## src/rtl/usr_ctrl.sv

```systemverilog
// Command sequencer for a universal shift register: accepts load/shift/rotate
// commands, drives the register's mode and serial inputs, and captures its output.
module usr_ctrl #(
  parameter int unsigned WIDTH = 4,
  parameter int unsigned CNT_W = 3
) (
  input  logic             clk,
  input  logic             rst,
  input  logic             cmd_valid,
  output logic             cmd_ready,
  input  logic [1:0]       cmd_op,
  input  logic [WIDTH-1:0] cmd_data,
  input  logic [CNT_W-1:0] cmd_cnt,
  input  logic             ser_in,
  input  logic [WIDTH-1:0] usr_dout,
  output logic [1:0]       usr_s,
  output logic [WIDTH-1:0] usr_din,
  output logic             usr_ldin,
  output logic             usr_rdin,
  output logic             busy,
  output logic             done,
  output logic [WIDTH-1:0] result
);

  typedef enum logic [1:0] {
    S_IDLE  = 2'd0,
    S_LOAD  = 2'd1,
    S_SHIFT = 2'd2,
    S_DONE  = 2'd3
  } state_t;

  localparam logic [1:0] OP_LOAD = 2'b00;
  localparam logic [1:0] OP_SHR  = 2'b01;
  localparam logic [1:0] OP_SHL  = 2'b10;
  localparam logic [1:0] OP_ROR  = 2'b11;

  localparam logic [1:0] M_LOAD  = 2'b00;
  localparam logic [1:0] M_HOLD  = 2'b01;
  localparam logic [1:0] M_RIGHT = 2'b10;
  localparam logic [1:0] M_LEFT  = 2'b11;

  state_t             state, state_d;
  logic [1:0]         op_q, op_d;
  logic [WIDTH-1:0]   data_q, data_d;
  logic [CNT_W-1:0]   cnt_q, cnt_d;
  logic [WIDTH-1:0]   result_q, result_d;

  // State and command registers
  always_ff @(posedge clk or negedge rst) begin
    if (!rst) begin
      state    <= S_IDLE;
      op_q     <= '0;
      data_q   <= '0;
      cnt_q    <= '0;
      result_q <= '0;
    end else begin
      state    <= state_d;
      op_q     <= op_d;
      data_q   <= data_d;
      cnt_q    <= cnt_d;
      result_q <= result_d;
    end
  end

  // Next-state and Moore output decode
  always_comb begin
    state_d   = state;
    op_d      = op_q;
    data_d    = data_q;
    cnt_d     = cnt_q;
    result_d  = result_q;
    cmd_ready = 1'b0;
    busy      = 1'b1;
    done      = 1'b0;
    usr_s     = M_HOLD;
    usr_din   = '0;
    usr_ldin  = 1'b0;
    usr_rdin  = 1'b0;

    case (state)
      S_IDLE: begin
        cmd_ready = 1'b1;
        busy      = 1'b0;
        if (cmd_valid) begin
          op_d   = cmd_op;
          data_d = cmd_data;
          cnt_d  = cmd_cnt;
          if (cmd_op == OP_LOAD)
            state_d = S_LOAD;
          else if (cmd_cnt == '0)
            state_d = S_DONE;
          else
            state_d = S_SHIFT;
        end
      end
      S_LOAD: begin
        usr_s   = M_LOAD;
        usr_din = data_q;
        state_d = S_DONE;
      end
      S_SHIFT: begin
        cnt_d = cnt_q - CNT_W'(1);
        if (cnt_q == CNT_W'(1))
          state_d = S_DONE;
        // Rotate feeds the register's own LSB back into the MSB end
        case (op_q)
          OP_SHR: begin
            usr_s    = M_RIGHT;
            usr_rdin = ser_in;
          end
          OP_ROR: begin
            usr_s    = M_RIGHT;
            usr_rdin = usr_dout[0];
          end
          OP_SHL: begin
            usr_s    = M_LEFT;
            usr_ldin = ser_in;
          end
          default: usr_s = M_HOLD;
        endcase
      end
      S_DONE: begin
        done     = 1'b1;
        result_d = usr_dout;
        state_d  = S_IDLE;
      end
      default: state_d = S_IDLE;
    endcase
  end

  assign result = result_q;

endmodule

```

## config.mk

```make
export PLATFORM = sky130hd
export DESIGN_NAME = usr_ctrl
export DESIGN_NICKNAME = d
export VERILOG_FILES = /design/src/rtl/usr_ctrl.sv
export SDC_FILE = /design/constraint.sdc
export NUM_CORES = 1
export LEC_CHECK = 0
export CORE_MARGIN = 1.5
export CORE_UTILIZATION = 47
export DETAILED_ROUTE_END_ITERATION = 7
export GPL_TIMING_DRIVEN = 0
export HOLD_SLACK_MARGIN = 0.05
export PLACE_DENSITY_LB_ADDON = 0.15
export SLEW_MARGIN = 20
export SYNTH_ARGS = -nofsm -noshare
export SYNTH_HDL_FRONTEND = slang
export SYNTH_SLANG_ARGS = --single-unit
export TNS_END_PERCENT = 30
```

## constraint.sdc

```tcl
create_clock -name clk -period 3.65 [get_ports clk]
set_clock_uncertainty 0.1 [all_clocks]
set_input_delay 0.365 -clock clk [delete_from_list [all_inputs] [get_ports clk]]
set_output_delay 0.365 -clock clk [all_outputs]
set_load 0.01 [all_outputs]
```

# ---- After elaboration in Yosys (flattened, before gate mapping)
# Index checks and enable logic that the tools add are counted.
dict set report word_totals {
  register_bits 15
  input_bits 17
  output_inout_bits 15
  word_cells 40
}
dict set report classes {
  add_sub_neg 1
  eq_ne 9
  n_mux 17
  reduce_logical 8
}
# operator n
set ops {}
lappend ops {{$eq 2x2->1 const B} 4}
lappend ops {{$pmux 2 s2} 2}
lappend ops {{$pmux 2 s4} 1}
lappend ops {{$mux 1} 7}
lappend ops {{$mux 2} 3}
lappend ops {{$pmux 3 s2} 1}
lappend ops {{$reduce_and 2->1} 3}
lappend ops {{$eq 2x1->1 const B} 2}
lappend ops {{$logic_not 2->1} 2}
lappend ops {{$mux 4} 1}
lappend ops {{$ne 2x2->1 const B} 2}
lappend ops {{$eq 3x1->1 const B} 1}
lappend ops {{$logic_not 3->1} 1}
lappend ops {{$mux 3} 1}
lappend ops {{$sub 3x1->3 const B} 1}
lappend ops {{$pmux 1 s2} 1}
lappend ops {{$reduce_bool 2->1} 1}
lappend ops {{$reduce_or 2->1} 1}

# ---- Logic depth before layout (Yosys ltp)
dict set report depth {
  ltp_word 5
  ltp_mapped 6
  mapped_depth_nobuf 5
}

# ---- Least setup slack after synthesis
# Ideal clock, no wire load.
dict set report synth_timing {
  path_type {reg-to-output}
  from {register state[0]}
  to {output port usr_ldin}
  arrival_ps 1149
  required_ps 3185
  slack_ps 2036
  path_stages_with_launch 6
  path_cell_list {dfrtp_1 > inv_1 > ha_1 > buf_6 > inv_1 > nor3_1}
}
dict set report synth_between {
  elab_chain_len 2
}
# element line_no
set synth_lines {}
lappend synth_lines {{from (decl)} 42} ;# state_t state, state_d;
lappend synth_lines {{from (signal assigned)} 57} ;# state <= state_d;
lappend synth_lines {{$eq 2x2->1} 80} ;# case (state)
lappend synth_lines {{$mux 1} 80}
lappend synth_lines {{to (decl)} 18} ;# output logic usr_ldin,
# No other way between the ends.

# ---- Worst setup path after layout
# Ends and elaborated chain as after synthesis.

==> flow_summary.json <==
{
  "fin_crit_sh_pct": 68.0,
  "vias": 701,
  "numCtsBuffers": 3,
  "finalSetupTns_ps": 0,
  "yosysTopAreaCell": "dfrtp_1",
  "hold_viol_final": 0,
  "p_leak_nw": 0.556,
  "hold_path.class": "in -> async",
  "synth_nets": 102,
  "start_kind": "flop",
  "crit_path_end_kind": "output port",
  "cap_violations": 0,
  "grt_pass1_vias": 711,
  "ff_latch_area_um2": 375,
  "cts-root-buf": "clkbuf_4",
  "synth-edff-count": 0,
  "antenna_left": 0,
  "drt-total-wl_um": 1780,
  "relSlewSlack_pct": 54.3,
  "gr-total-overflow": 0,
  "path_max_fanout": 10,
  "ir_drop_uv": 534,
  "hold_buffers": 0,
  "rsz0062_at_grt": "false",
  "ctsResizeCount": 0,
  "cellPowerDensity_nw_per_um2": 814,
  "synth_top_area_share_pct": 42.5,
  "synthFlopType": "dfrtp_1",
  "clock.fmax_ghz": 0.403,
  "synth.distinct_cells": 28,
  "place_inst": 134,
  "syn_to_final_growth_pct": 41.8,
  "nets": 138,
  "dr.first_iter.drc_count": 9,
  "die_y_um": 46.4,
  "dr.pass1.iters": 4,
  "period_minus_slack_ps": 2480,
  "ys_top_cells_by_area": "dfrtp_1 (42%), mux2_2 (13%), ha_1 (9.9%)",
  "die_area_um2": 2150,
  "ios": 32,
  "grt_pass1_wl_um": 3000,
  "drive_above_1_share_pct": 19.5,
  "post_drt_via_cell_ratio": 5.08,
  "route.met2.wl_um": 897,
  "floorplan.initialDensity_pct": 50.6,
  "crit_type": "reg -> out",
  "dp_worst_setup_slack_ps": 1490,
  "cts_sinks": 15,
  "die_width_um": 46.4,
  "drc": 0,
  "synth.cell_area_um2": 883,
  "gpl.final_weighted_congestion": 0.741,
  "critPathRequiredTime_ps": 3180,
  "final_common_cell": "clkdlybuf4s50_1",
  "drv_slew": 0,
  "grt_max_degree": 16,
  "worst-slew-pin-transition_ps": 684,
  "cts_tree": "done",
  "instances_no_fill": 138,
  "ys_async_sr_fraction_pct": 100,
  "hpwlAfterDp_um": 1440,
  "yosysWarnings": 0,
  "yosysSeqAreaShare_pct": 42.5,
  "path_clk_slew_ps": 90,
  "wl_per_cell_um": 12.9,
  "outcome": "completed",
  "setup_slack_ps": 1170,
  "syn_area_per_cell_um2": 11.3,
  "postSynthCellCount": 78,
  "groute.usage.overall_pct": 20.0,
  "antenna_found_initial": 0,
  "ys_seq_elements": 15,
  "power_mw": 1.02,
  "m1WireLength_um": 779,
  "multiInputGateArea_um2": 463,
  "insertedDiodeCount": 0,
  "fp-row-count": 15,
  "clock_path_buffers": 2,
  "core_um2": 1750,
  "wl_met3_um": 80,
  "top_layer": "met4",
  "cp.arrival_ps": 2020,
  "clkLatencyLatePin_ps": 280,
  "io_buffers": 31,
  "fillers": 135,
  "htree_levels": 1,
  "cts_setup_buffers": 0,
  "layout_common_cells": "clkdlybuf4s50_1 (31), dfrtp_1 (15), mux2_2 (10), ha_1 (7), inv_1 (6)",
  "setup_viol": 0
}
[critical path, cell delays in order (launching register included)]
cell             delay (ps)
dfrtp_1                 400
inv_1                   140
ha_1                    180
buf_6                   140
inv_1                    90
nor3_1                  220
clkdlybuf4s50_1         570
[layout make-up]
type / count / share of cell area, %
buffer: 2 / 1.80
clock buffer: 3 / 1.80
clock inverter: 1 / 0.400
inverter: 6 / 1.80
multi-input combinational: 55 / 37.0
sequential: 15 / 30.0
tap: 25 / 2.50
timing repair buffer: 31 / 24.8
[Yosys cell counts, types with 2 or more instances]
| cell | number |
|---|---|
| and2_1 | 4 |
| ha_1 | 7 |
| nand2_1 | 2 |
| inv_1 | 6 |
| a21oi_1 | 2 |
| mux2i_1 | 2 |
| nand3_1 | 2 |
| nand2b_1 | 2 |
| buf_6 | 2 |
| nor3_1 | 2 |
| mux2_2 | 10 |
| o21ai_0 | 4 |
| dfrtp_1 | 15 |
| nor2_1 | 4 |
[layer usage]
layer,up-vias,track usage [%]
li1,342,-
met1,330,25.8
met2,25,33.1
met3,4,2.75
met4,0,8.57
met5,-,0
[report_power, final]
part | switching [mW] | internal, mW | leakage (nW)
Clock | 0.0543 | 0.0407 | 0.0177
Combinational | 0.261 | 0.355 | 0.362
Sequential | 0.0555 | 0.254 | 0.176
[registers in the layout (all words and copies together), names as in the netlist]
register,count
cnt_q,3
result,4
state,2
data_q,4
op_q,2
[final timing paths]
| kind | start | endpoint | slack (ps) | cells after the start |
|---|---|---|---|---|
| worst max-delay path | state[0]$_DFFE_PN0P_ | usr_ldin | 1170 | 6 |
| worst min-delay path | rst | op_q[1]$_DFFE_PN0P_ | 390 | 1 |
| worst max register to register | state[1]$_DFFE_PN0P_ | state[1]$_DFFE_PN0P_ | 1960 | 6 |
| worst min register to register | data_q[3]$_DFFE_PN0P_ | data_q[3]$_DFFE_PN0P_ | 410 | 1 |
| max in group asynchronous | rst | state[0]$_DFFE_PN0P_ | 2630 | 1 |
| min in group clk | data_q[3]$_DFFE_PN0P_ | data_q[3]$_DFFE_PN0P_ | 410 | 1 |
[kinds of logic after synthesis]
family,synth area share (%)
AO/OA/AOI/OAI,10.9
adder cells (fa/ha/maj),9.91
buffers and inverters,5.10
flip-flops,42.5
multiplexers,16.7
AND/OR/NAND/NOR,14.9
[metrics by stage]
step / util [%] / hold WS (ps) / cell area, µm²
2_1_floorplan: - / -30.6 / 883
3_3_place_gp: 70.2 / 380 / 1220
3_5_place_dp: 70.2 / 389 / 1220
4_1_cts: 71.8 / 411 / 1250
5_1_grt: 71.8 / 430 / 1250
6_report: 71.8 / 388 / 1250
No activity file was read; power rests on OpenSTA's default activity.
